==> config.mk <==
export PLATFORM = sky130hd
export DESIGN_NAME = uart_mmio
export DESIGN_NICKNAME = d
export VERILOG_FILES = /design/src/rtl/uart_mmio.sv
export SDC_FILE = /design/constraint.sdc
export NUM_CORES = 1
export LEC_CHECK = 0
export BUFFER_PORTS_ARGS = -buffer_cell sky130_fd_sc_hd__buf_2
export CORE_AREA = 5 5 146 148
export CTS_BUF_LIST = sky130_fd_sc_hd__clkbuf_4 sky130_fd_sc_hd__clkbuf_8
export DETAILED_ROUTE_END_ITERATION = 8
export DIE_AREA = 0 0 151 153
export GPL_ROUTABILITY_DRIVEN = 0
export GPL_TIMING_DRIVEN = 0
export PLACE_DENSITY_LB_ADDON = 0.25
export SYNTH_ARGS = -nofsm -noshare
export SYNTH_HDL_FRONTEND = slang
export SYNTH_SLANG_ARGS = --single-unit
==> constraint.sdc <==
create_clock -name clk -period 3.6 [get_ports clk]
set_input_delay 0.36 -clock clk [delete_from_list [all_inputs] [get_ports clk]]
set_output_delay 0.36 -clock clk [all_outputs]
set_load 0.01 [all_outputs]
==> src/rtl/uart_mmio.sv <==
// uart_mmio: memory-mapped 8N1 UART with a TX FIFO, a programmable baud divisor
// and a level interrupt.
// Optional RX path (synchroniser, RX FIFO, sticky error flags) is built only
// when the macro UART_MMIO_RX_EN is defined.
// Register map: 0 DATA, 1 STATUS, 2 DIV, 3 IRQ_EN.
module uart_mmio #(
  parameter int CLK_FREQ_HZ = 100000000,
  parameter int BAUD_RATE   = 1000000,
  parameter int TX_DEPTH    = 16,
  parameter int RX_DEPTH    = 16
) (
  input  logic        clk,
  input  logic        reset_n,
  input  logic        io_sel,
  input  logic [1:0]  reg_addr,
  input  logic        mem_rstrb,
  input  logic [3:0]  mem_wmask,
  input  logic [31:0] mem_wdata,
  output logic [31:0] mem_rdata,
  input  logic        rxd,
  output logic        txd,
  output logic        irq
);

  localparam int          TX_AW     = $clog2(TX_DEPTH);
  localparam logic [15:0] DIV_RESET = 16'(CLK_FREQ_HZ / BAUD_RATE);

  typedef enum logic [1:0] {TX_IDLE, TX_START, TX_DATA, TX_STOP} tx_state_t;

  // Bus decode
  logic wr, rd, wr_data, wr_status;
  assign wr        = io_sel & (|mem_wmask);
  assign rd        = io_sel & mem_rstrb;
  assign wr_data   = wr & (reg_addr == 2'd0) & mem_wmask[0];
  assign wr_status = wr & (reg_addr == 2'd1);

  // Control/status registers
  logic [15:0] div_q, div_d;
  logic [2:0]  irq_en_q, irq_en_d;
  logic        tx_ovf_q, tx_ovf_d;
  logic        irq_q, irq_d;
  logic [31:0] rdata_q, rdata_d;
  logic        txd_q, txd_d;

  // TX FIFO and shifter state
  logic [7:0]     tx_mem_q [TX_DEPTH];
  logic [TX_AW:0] tx_wptr_q, tx_wptr_d, tx_rptr_q, tx_rptr_d, tx_count;
  logic           tx_full, tx_fifo_empty, tx_push, tx_drop, tx_pop;
  logic [7:0]     tx_head;
  tx_state_t      tx_state_q, tx_state_d;
  logic [15:0]    tx_cnt_q, tx_cnt_d;
  logic [2:0]     tx_bit_q, tx_bit_d;
  logic [7:0]     tx_shift_q, tx_shift_d;
  logic           tx_active, tx_empty;

  // RX-side values seen by the register file (constants without the RX path)
  logic        rx_valid, rx_full, rx_ovr, frame_err;
  logic [7:0]  rx_count8;
  logic [31:0] data_rd_val;

  assign tx_count      = tx_wptr_q - tx_rptr_q;
  assign tx_full       = (tx_count == (TX_AW+1)'(TX_DEPTH));
  assign tx_fifo_empty = (tx_count == '0);
  assign tx_push       = wr_data & ~tx_full;
  assign tx_drop       = wr_data & tx_full;
  assign tx_head       = tx_mem_q[tx_rptr_q[TX_AW-1:0]];
  assign tx_active     = (tx_state_q != TX_IDLE);
  assign tx_empty      = tx_fifo_empty & ~tx_active;

  logic [31:0] status;
  assign status = {rx_count8, 8'(tx_count), 6'b0, tx_full, tx_active, 1'b0,
                   tx_ovf_q, frame_err, rx_ovr, rx_full, rx_valid, tx_full, tx_empty};

  // Register writes, read data capture, sticky TX overflow and interrupt level
  always_comb begin
    div_d    = div_q;
    irq_en_d = irq_en_q;
    rdata_d  = rdata_q;
    if (wr && reg_addr == 2'd2) div_d = (mem_wdata[15:0] < 16'd4) ? 16'd4 : mem_wdata[15:0];
    if (wr && reg_addr == 2'd3) irq_en_d = mem_wdata[2:0];
    tx_ovf_d = (tx_ovf_q & ~(wr_status & mem_wdata[6])) | tx_drop;
    if (rd) begin
      case (reg_addr)
        2'd0:    rdata_d = data_rd_val;
        2'd1:    rdata_d = status;
        2'd2:    rdata_d = {16'b0, div_q};
        default: rdata_d = {29'b0, irq_en_q};
      endcase
    end
    irq_d = |(irq_en_q & {tx_ovf_q | rx_ovr | frame_err, tx_empty, rx_valid});
  end

  // TX pointers advance by one on push/pop; a dropped push leaves them alone
  always_comb begin
    tx_wptr_d = tx_wptr_q + {{TX_AW{1'b0}}, tx_push};
    tx_rptr_d = tx_rptr_q + {{TX_AW{1'b0}}, tx_pop};
  end

  // TX framing FSM: next state, baud countdown, bit index and line level
  always_comb begin
    tx_state_d = tx_state_q;
    tx_cnt_d   = tx_cnt_q;
    tx_bit_d   = tx_bit_q;
    tx_shift_d = tx_shift_q;
    tx_pop     = 1'b0;
    txd_d      = 1'b1;
    case (tx_state_q)
      TX_IDLE: begin
        if (!tx_fifo_empty) begin
          tx_pop     = 1'b1;
          tx_shift_d = tx_head;
          tx_cnt_d   = div_q - 16'd1;
          tx_state_d = TX_START;
        end
      end
      TX_START: begin
        txd_d = 1'b0;
        if (tx_cnt_q == 16'd0) begin
          tx_cnt_d   = div_q - 16'd1;
          tx_bit_d   = 3'd0;
          tx_state_d = TX_DATA;
        end else begin
          tx_cnt_d = tx_cnt_q - 16'd1;
        end
      end
      TX_DATA: begin
        txd_d = tx_shift_q[tx_bit_q];
        if (tx_cnt_q == 16'd0) begin
          tx_cnt_d = div_q - 16'd1;
          if (tx_bit_q == 3'd7) tx_state_d = TX_STOP;
          else                  tx_bit_d   = tx_bit_q + 3'd1;
        end else begin
          tx_cnt_d = tx_cnt_q - 16'd1;
        end
      end
      default: begin
        if (tx_cnt_q == 16'd0) begin
          if (!tx_fifo_empty) begin
            tx_pop     = 1'b1;
            tx_shift_d = tx_head;
            tx_cnt_d   = div_q - 16'd1;
            tx_state_d = TX_START;
          end else begin
            tx_state_d = TX_IDLE;
          end
        end else begin
          tx_cnt_d = tx_cnt_q - 16'd1;
        end
      end
    endcase
  end

  // TX FIFO storage; contents need no reset since the pointers define validity
  always_ff @(posedge clk) begin
    if (tx_push) tx_mem_q[tx_wptr_q[TX_AW-1:0]] <= mem_wdata[7:0];
  end

  // Register file, TX state and outputs; reset idles the line immediately
  always_ff @(posedge clk or negedge reset_n) begin
    if (!reset_n) begin
      div_q      <= DIV_RESET;
      irq_en_q   <= 3'b0;
      tx_ovf_q   <= 1'b0;
      irq_q      <= 1'b0;
      rdata_q    <= 32'b0;
      txd_q      <= 1'b1;
      tx_wptr_q  <= '0;
      tx_rptr_q  <= '0;
      tx_state_q <= TX_IDLE;
      tx_cnt_q   <= 16'b0;
      tx_bit_q   <= 3'b0;
      tx_shift_q <= 8'b0;
    end else begin
      div_q      <= div_d;
      irq_en_q   <= irq_en_d;
      tx_ovf_q   <= tx_ovf_d;
      irq_q      <= irq_d;
      rdata_q    <= rdata_d;
      txd_q      <= txd_d;
      tx_wptr_q  <= tx_wptr_d;
      tx_rptr_q  <= tx_rptr_d;
      tx_state_q <= tx_state_d;
      tx_cnt_q   <= tx_cnt_d;
      tx_bit_q   <= tx_bit_d;
      tx_shift_q <= tx_shift_d;
    end
  end

  assign mem_rdata = rdata_q;
  assign txd       = txd_q;
  assign irq       = irq_q;

  logic unused_wdata;
  assign unused_wdata = ^mem_wdata[31:16];

`ifdef UART_MMIO_RX_EN
  localparam int RX_AW = $clog2(RX_DEPTH);

  typedef enum logic [1:0] {RX_IDLE, RX_START, RX_DATA, RX_STOP} rx_state_t;

  logic           rxd_s1_q, rxd_s2_q, rxd_prev_q;
  rx_state_t      rx_state_q, rx_state_d;
  logic [15:0]    rx_cnt_q, rx_cnt_d;
  logic [2:0]     rx_bit_q, rx_bit_d;
  logic [7:0]     rx_shift_q, rx_shift_d;
  logic [7:0]     rx_mem_q [RX_DEPTH];
  logic [RX_AW:0] rx_wptr_q, rx_wptr_d, rx_rptr_q, rx_rptr_d, rx_count;
  logic           rx_push_req, rx_push, rx_pop, frame_set;
  logic           rx_ovr_q, rx_ovr_d, frame_err_q, frame_err_d;

  assign rx_count    = rx_wptr_q - rx_rptr_q;
  assign rx_valid    = (rx_count != '0);
  assign rx_full     = (rx_count == (RX_AW+1)'(RX_DEPTH));
  assign rx_count8   = 8'(rx_count);
  assign rx_ovr      = rx_ovr_q;
  assign frame_err   = frame_err_q;
  assign rx_pop      = rd & (reg_addr == 2'd0) & rx_valid;
  assign rx_push     = rx_push_req & ~rx_full;
  assign data_rd_val = rx_valid ? {24'b0, rx_mem_q[rx_rptr_q[RX_AW-1:0]]} : 32'h8000_0000;

  // RX framing FSM: start detect, mid-bit sampling, stop-bit verdict
  always_comb begin
    rx_state_d  = rx_state_q;
    rx_cnt_d    = rx_cnt_q;
    rx_bit_d    = rx_bit_q;
    rx_shift_d  = rx_shift_q;
    rx_push_req = 1'b0;
    frame_set   = 1'b0;
    case (rx_state_q)
      RX_IDLE: begin
        if (rxd_prev_q && !rxd_s2_q) begin
          rx_cnt_d   = {1'b0, div_q[15:1]} - 16'd1;
          rx_state_d = RX_START;
        end
      end
      RX_START: begin
        if (rx_cnt_q == 16'd0) begin
          if (!rxd_s2_q) begin
            rx_cnt_d   = div_q - 16'd1;
            rx_bit_d   = 3'd0;
            rx_state_d = RX_DATA;
          end else begin
            rx_state_d = RX_IDLE;
          end
        end else begin
          rx_cnt_d = rx_cnt_q - 16'd1;
        end
      end
      RX_DATA: begin
        if (rx_cnt_q == 16'd0) begin
          rx_shift_d = {rxd_s2_q, rx_shift_q[7:1]};
          rx_cnt_d   = div_q - 16'd1;
          if (rx_bit_q == 3'd7) rx_state_d = RX_STOP;
          else                  rx_bit_d   = rx_bit_q + 3'd1;
        end else begin
          rx_cnt_d = rx_cnt_q - 16'd1;
        end
      end
      default: begin
        if (rx_cnt_q == 16'd0) begin
          rx_push_req = rxd_s2_q;
          frame_set   = ~rxd_s2_q;
          rx_state_d  = RX_IDLE;
        end else begin
          rx_cnt_d = rx_cnt_q - 16'd1;
        end
      end
    endcase
  end

  // RX pointers and sticky flags; a set in the same cycle beats a W1C clear
  always_comb begin
    rx_wptr_d   = rx_wptr_q + {{RX_AW{1'b0}}, rx_push};
    rx_rptr_d   = rx_rptr_q + {{RX_AW{1'b0}}, rx_pop};
    rx_ovr_d    = (rx_ovr_q & ~(wr_status & mem_wdata[4])) | (rx_push_req & rx_full);
    frame_err_d = (frame_err_q & ~(wr_status & mem_wdata[5])) | frame_set;
  end

  // RX FIFO storage, written with the completed shift register
  always_ff @(posedge clk) begin
    if (rx_push) rx_mem_q[rx_wptr_q[RX_AW-1:0]] <= rx_shift_q;
  end

  // Synchroniser, RX state and flags
  always_ff @(posedge clk or negedge reset_n) begin
    if (!reset_n) begin
      rxd_s1_q    <= 1'b1;
      rxd_s2_q    <= 1'b1;
      rxd_prev_q  <= 1'b1;
      rx_state_q  <= RX_IDLE;
      rx_cnt_q    <= 16'b0;
      rx_bit_q    <= 3'b0;
      rx_shift_q  <= 8'b0;
      rx_wptr_q   <= '0;
      rx_rptr_q   <= '0;
      rx_ovr_q    <= 1'b0;
      frame_err_q <= 1'b0;
    end else begin
      rxd_s1_q    <= rxd;
      rxd_s2_q    <= rxd_s1_q;
      rxd_prev_q  <= rxd_s2_q;
      rx_state_q  <= rx_state_d;
      rx_cnt_q    <= rx_cnt_d;
      rx_bit_q    <= rx_bit_d;
      rx_shift_q  <= rx_shift_d;
      rx_wptr_q   <= rx_wptr_d;
      rx_rptr_q   <= rx_rptr_d;
      rx_ovr_q    <= rx_ovr_d;
      frame_err_q <= frame_err_d;
    end
  end
`else
  assign rx_valid    = 1'b0;
  assign rx_full     = 1'b0;
  assign rx_ovr      = 1'b0;
  assign frame_err   = 1'b0;
  assign rx_count8   = 8'd0;
  assign data_rd_val = 32'h8000_0000;

  logic unused_rx;
  assign unused_rx = ^{rxd, mem_wdata[5:4]};
`endif

endmodule

==> key figures <==
Cells and area
  – Final std cells w/o fill: 1,085
  – Most common cell after layout, fill and taps aside: edfxtp_1
  – Nets: 853
  – ANT cells: 0
  – Share of post-route cells with drive strength above 1: 0.296
  – Commonest non-fill, non-tap cells in the layout: 128 x edfxtp_1, 79 x dfrtp_1, 49 x buf_2, 43 x nand2_1, 42 x mux4_2
  – Area delta synth->final: 18.0%
  – Post-route cell area: 11,400 um^2

Clock tree
  – Clock Pin Slew Worst Setup and Hold Paths: 0.06 ns
  – CTS Buffer Depth: 3
  – CTS buffer count: 36
  – Clock latency on the worst-skew pair: 0.53 ns
  – Clk sink count: 211
  – CTS tree: done
  – CTS root buf: clkbuf_8
  – H-Tree Depth: 2

Critical path
  – FF-to-FF path depth: 9
  – Critical path's largest stage delay: 0.72 ns
  – Critical setup path kind: flip-flop to flip-flop
  – Most common cell on crit path: ha_1
  – Crit-path max FO: 10
  – Reg2Reg Launch Point: tx_cnt_q[8]$_DFF_PN0_
  – Startpoint types: flip-flop
  – CP required: 4.01 ns
  – Slowest-stage cell, CP: nor4_1
  – CP arrival: 3.83 ns
  – Reg2Reg Setup Slack: 0.18 ns
  – RR Endpoint: tx_rptr_q[4]$_DFF_PN0_
  – CP cell instances: nor4_1 > and4_1 > clkbuf_1 > nand2_1 > a21oi_2 > ha_1 > ha_1 > nand3_1 > xnor2_1
  – Setup crit end kind: flip-flop

Hold path
  – Hold Crit Depth: 2
  – Hold worst-path end: div_q[13]$_DFFE_PN0P_
  – Min-delay worst type: input port to flip-flop
  – HP Start: mem_wdata[13]

Die
  – Initial Util: 0.487
  – Die area: 23,100 um^2
  – Chip width: 151 um
  – Die Ht: 153 um
  – Ports: 77
  – Num rows: 52
  – Core area: 19,900 um^2

STA
  – Min cycle time layout: 3.42 ns
  – Fin. Hold Viols: 0
  – Unrepaired setup endpoints after global routing: no
  – FMAX: 0.292 GHz
  – Hold_ws: 0.0828 ns
  – Final setup violation count: 0
  – Fin Setup TNS: 0 ns
  – Fin crit share: 0.951
  – Worst-margin pin slew: 0.938 ns
  – Slew margin rel.: 0.375
  – Max Slew Vio Count: 0
  – Max Clock Skew: 0.0254 ns

Synthesis
  – Post-Synth Adder-Cell Area: 0.0240
  – Mux cell area share after synthesis: 0.140
  – Largest family of logic cells by synthesized area: multiplexers
  – Synth Warn #: 0
  – Post-synthesis simple-gate area fraction: 0.0905
  – Synth Flop Type: edfxtp_1
  – #FFs+latches synth: 211
  – Synth Area in Compound Gates: 0.0837
  – Post-synthesis cell count: 685
  – Avg Cell Area, Syn: 14.1 um^2
  – Synth unique cells: 64
  – Post-synth EDFFs: 128
  – Synth Cell Area: 9690 um^2
  – Post-synthesis sequential area ratio: 0.612
  – Synth Area in XOR/XNOR: 0.0235
  – Async SR Flop Fraction: 0.393

GRT
  – Maximum number of pins on one net before global-route repair: 72
  – All-Layer GR Usage: 0.205
  – Global-route wire length before repair: 36,600 um
  – Initial antenna violation count: 0
  – Total congestion overflow: 0
  – Vias in the first global route: 6,619

Power
  – P per Cell Area: 750 nW/um^2
  – Worst VDD drop: 0.000582 V
  – Leak Pwr: 4.31 nW

Placed design
  – Final HPWL DP: 15,500 um
  – Dpl cells: 1,012
  – Dpl cell area: 10,300 um^2
  – Port-buffer cells: 47

Drt
  – DRC violations left: 0
  – Via density: 5.88
  – 1st-pass router iterations: 5
  – DR WL/cell: 21.3 um
  – Routed WL: 23,200 um
  – DRT iter0 DRCs: 538
  – Final ANT Viol Nets: 0
  – DR vias: 6,381

Flow run
  – Max_cap viols: 0

Outcome
  – Status: finished, final reports clean
-- metrics by stage --
stage / utilization / power (mW) / worst slack [ns]
floorplan: - / 5.34 / 0.245
global placement: 0.517 / 6.09 / -0.867
detailed placement: 0.519 / 6.20 / -0.967
CTS: 0.574 / 8.57 / 0.00624
global route: 0.574 / 9.05 / 0.0135
finish: 0.574 / 8.57 / 0.177
-- critical path, delay by kind of cell (launching register included) --
family          cells  cell delay, ns
flops               1            0.43
fa+ha+maj           2            0.46
simple gates        4            1.44
compound gates      1            0.46
xor+xnor            1            0.16
buf+inv             1            0.36
-- logic make-up (layout without fill, tap and decap cells) --
kind of cell | Yosys count | in the layout
mux | 79 | 79
buf+inv | 57 | 178
xor+xnor | 26 | 26
other cells | 1 | 10
simple gates | 178 | 178
fa+ha+maj | 18 | 18
compound gates | 115 | 115
flops | 211 | 211
-- report_power, final --
| group | internal [mW] | total [mW] | leakage [nW] | switching, mW |
|---|---|---|---|---|
| registers | 2.91 | 3.23 | 2.19 | 0.319 |
| clock network | 1.28 | 2.25 | 0.392 | 0.969 |
| logic | 1.37 | 3.09 | 1.73 | 1.72 |
-- routing by layer --
layer / wire length [um] / track usage / part of all wire / up-vias
li1: - / - / - / 2854
met1: 9380 / 0.276 / 0.41 / 3207
met2: 11800 / 0.341 / 0.51 / 267
met3: 1490 / 0.0373 / 0.064 / 53
met4: 450 / 0.0579 / 0.019 / 0
met5: 0 / 0 / 0 / -
-- repair_timing --
action	in CTS	in global routing
resized for setup	44	4
hold buffers	1	0
pin swaps	8	0
hold endpoints to repair	16	0
setup endpoints to repair	162	153
buffers inserted	12	0
-- worst max path at each step --
stage                      startpoint                        to  depth (start not counted)
2_1_floorplan  tx_rptr_q[1]$_DFF_PN0_  tx_mem_q[0][0]$_DFFE_PP_                         10
3_3_place_gp   tx_rptr_q[1]$_DFF_PN0_  tx_mem_q[1][0]$_DFFE_PP_                         10
3_5_place_dp   tx_rptr_q[1]$_DFF_PN0_  tx_mem_q[0][7]$_DFFE_PP_                         10
4_1_cts        tx_rptr_q[1]$_DFF_PN0_    tx_cnt_q[15]$_DFF_PN0_                         12
5_1_grt         tx_cnt_q[8]$_DFF_PN0_    tx_rptr_q[4]$_DFF_PN0_                          9
6_report        tx_cnt_q[8]$_DFF_PN0_    tx_rptr_q[4]$_DFF_PN0_                          9
-- cell usage after synthesis, types with 7 or more instances --
master | number | area [um^2]
a21oi_1 | 15 | 75.1
a22o_1 | 19 | 166
buf_4 | 10 | 75.1
clkbuf_1 | 25 | 93.8
dfrtp_1 | 79 | 1980
edfxtp_1 | 128 | 3840
ha_1 | 17 | 213
inv_1 | 13 | 48.8
mux2_2 | 32 | 360
mux4_2 | 42 | 946
nand2_1 | 43 | 161
nand2b_1 | 7 | 43.8
nand3_1 | 18 | 90.1
nor2_1 | 46 | 173
nor3_1 | 16 | 80.1
nor4_1 | 12 | 75.1
o211ai_1 | 10 | 75.1
o21ai_0 | 29 | 145
xnor2_1 | 13 | 114
xor2_1 | 13 | 114
-- cell type report --
class / count / area (um^2)
sequential: 211 / 5930
inverter: 15 / 56.3
timing repair buffer: 61 / 428
clock inverter: 15 / 170
fill: 1582 / 8480
multi-input combinational: 426 / 3730
clock buffer: 46 / 577
tap: 270 / 338
buffer: 41 / 203
-- registers in the layout, indices dropped and copies added, names as in the netlist --
register / count
mem_rdata: 22
tx_mem_q: 128
txd: 1
irq_en_q: 3
tx_shift_q: 8
tx_rptr_q: 5
tx_state_q: 2
tx_ovf_q: 1
tx_wptr_q: 5
tx_cnt_q: 16
div_q: 16
tx_bit_q: 3
irq: 1
Power figures use the tool's default switching activity.
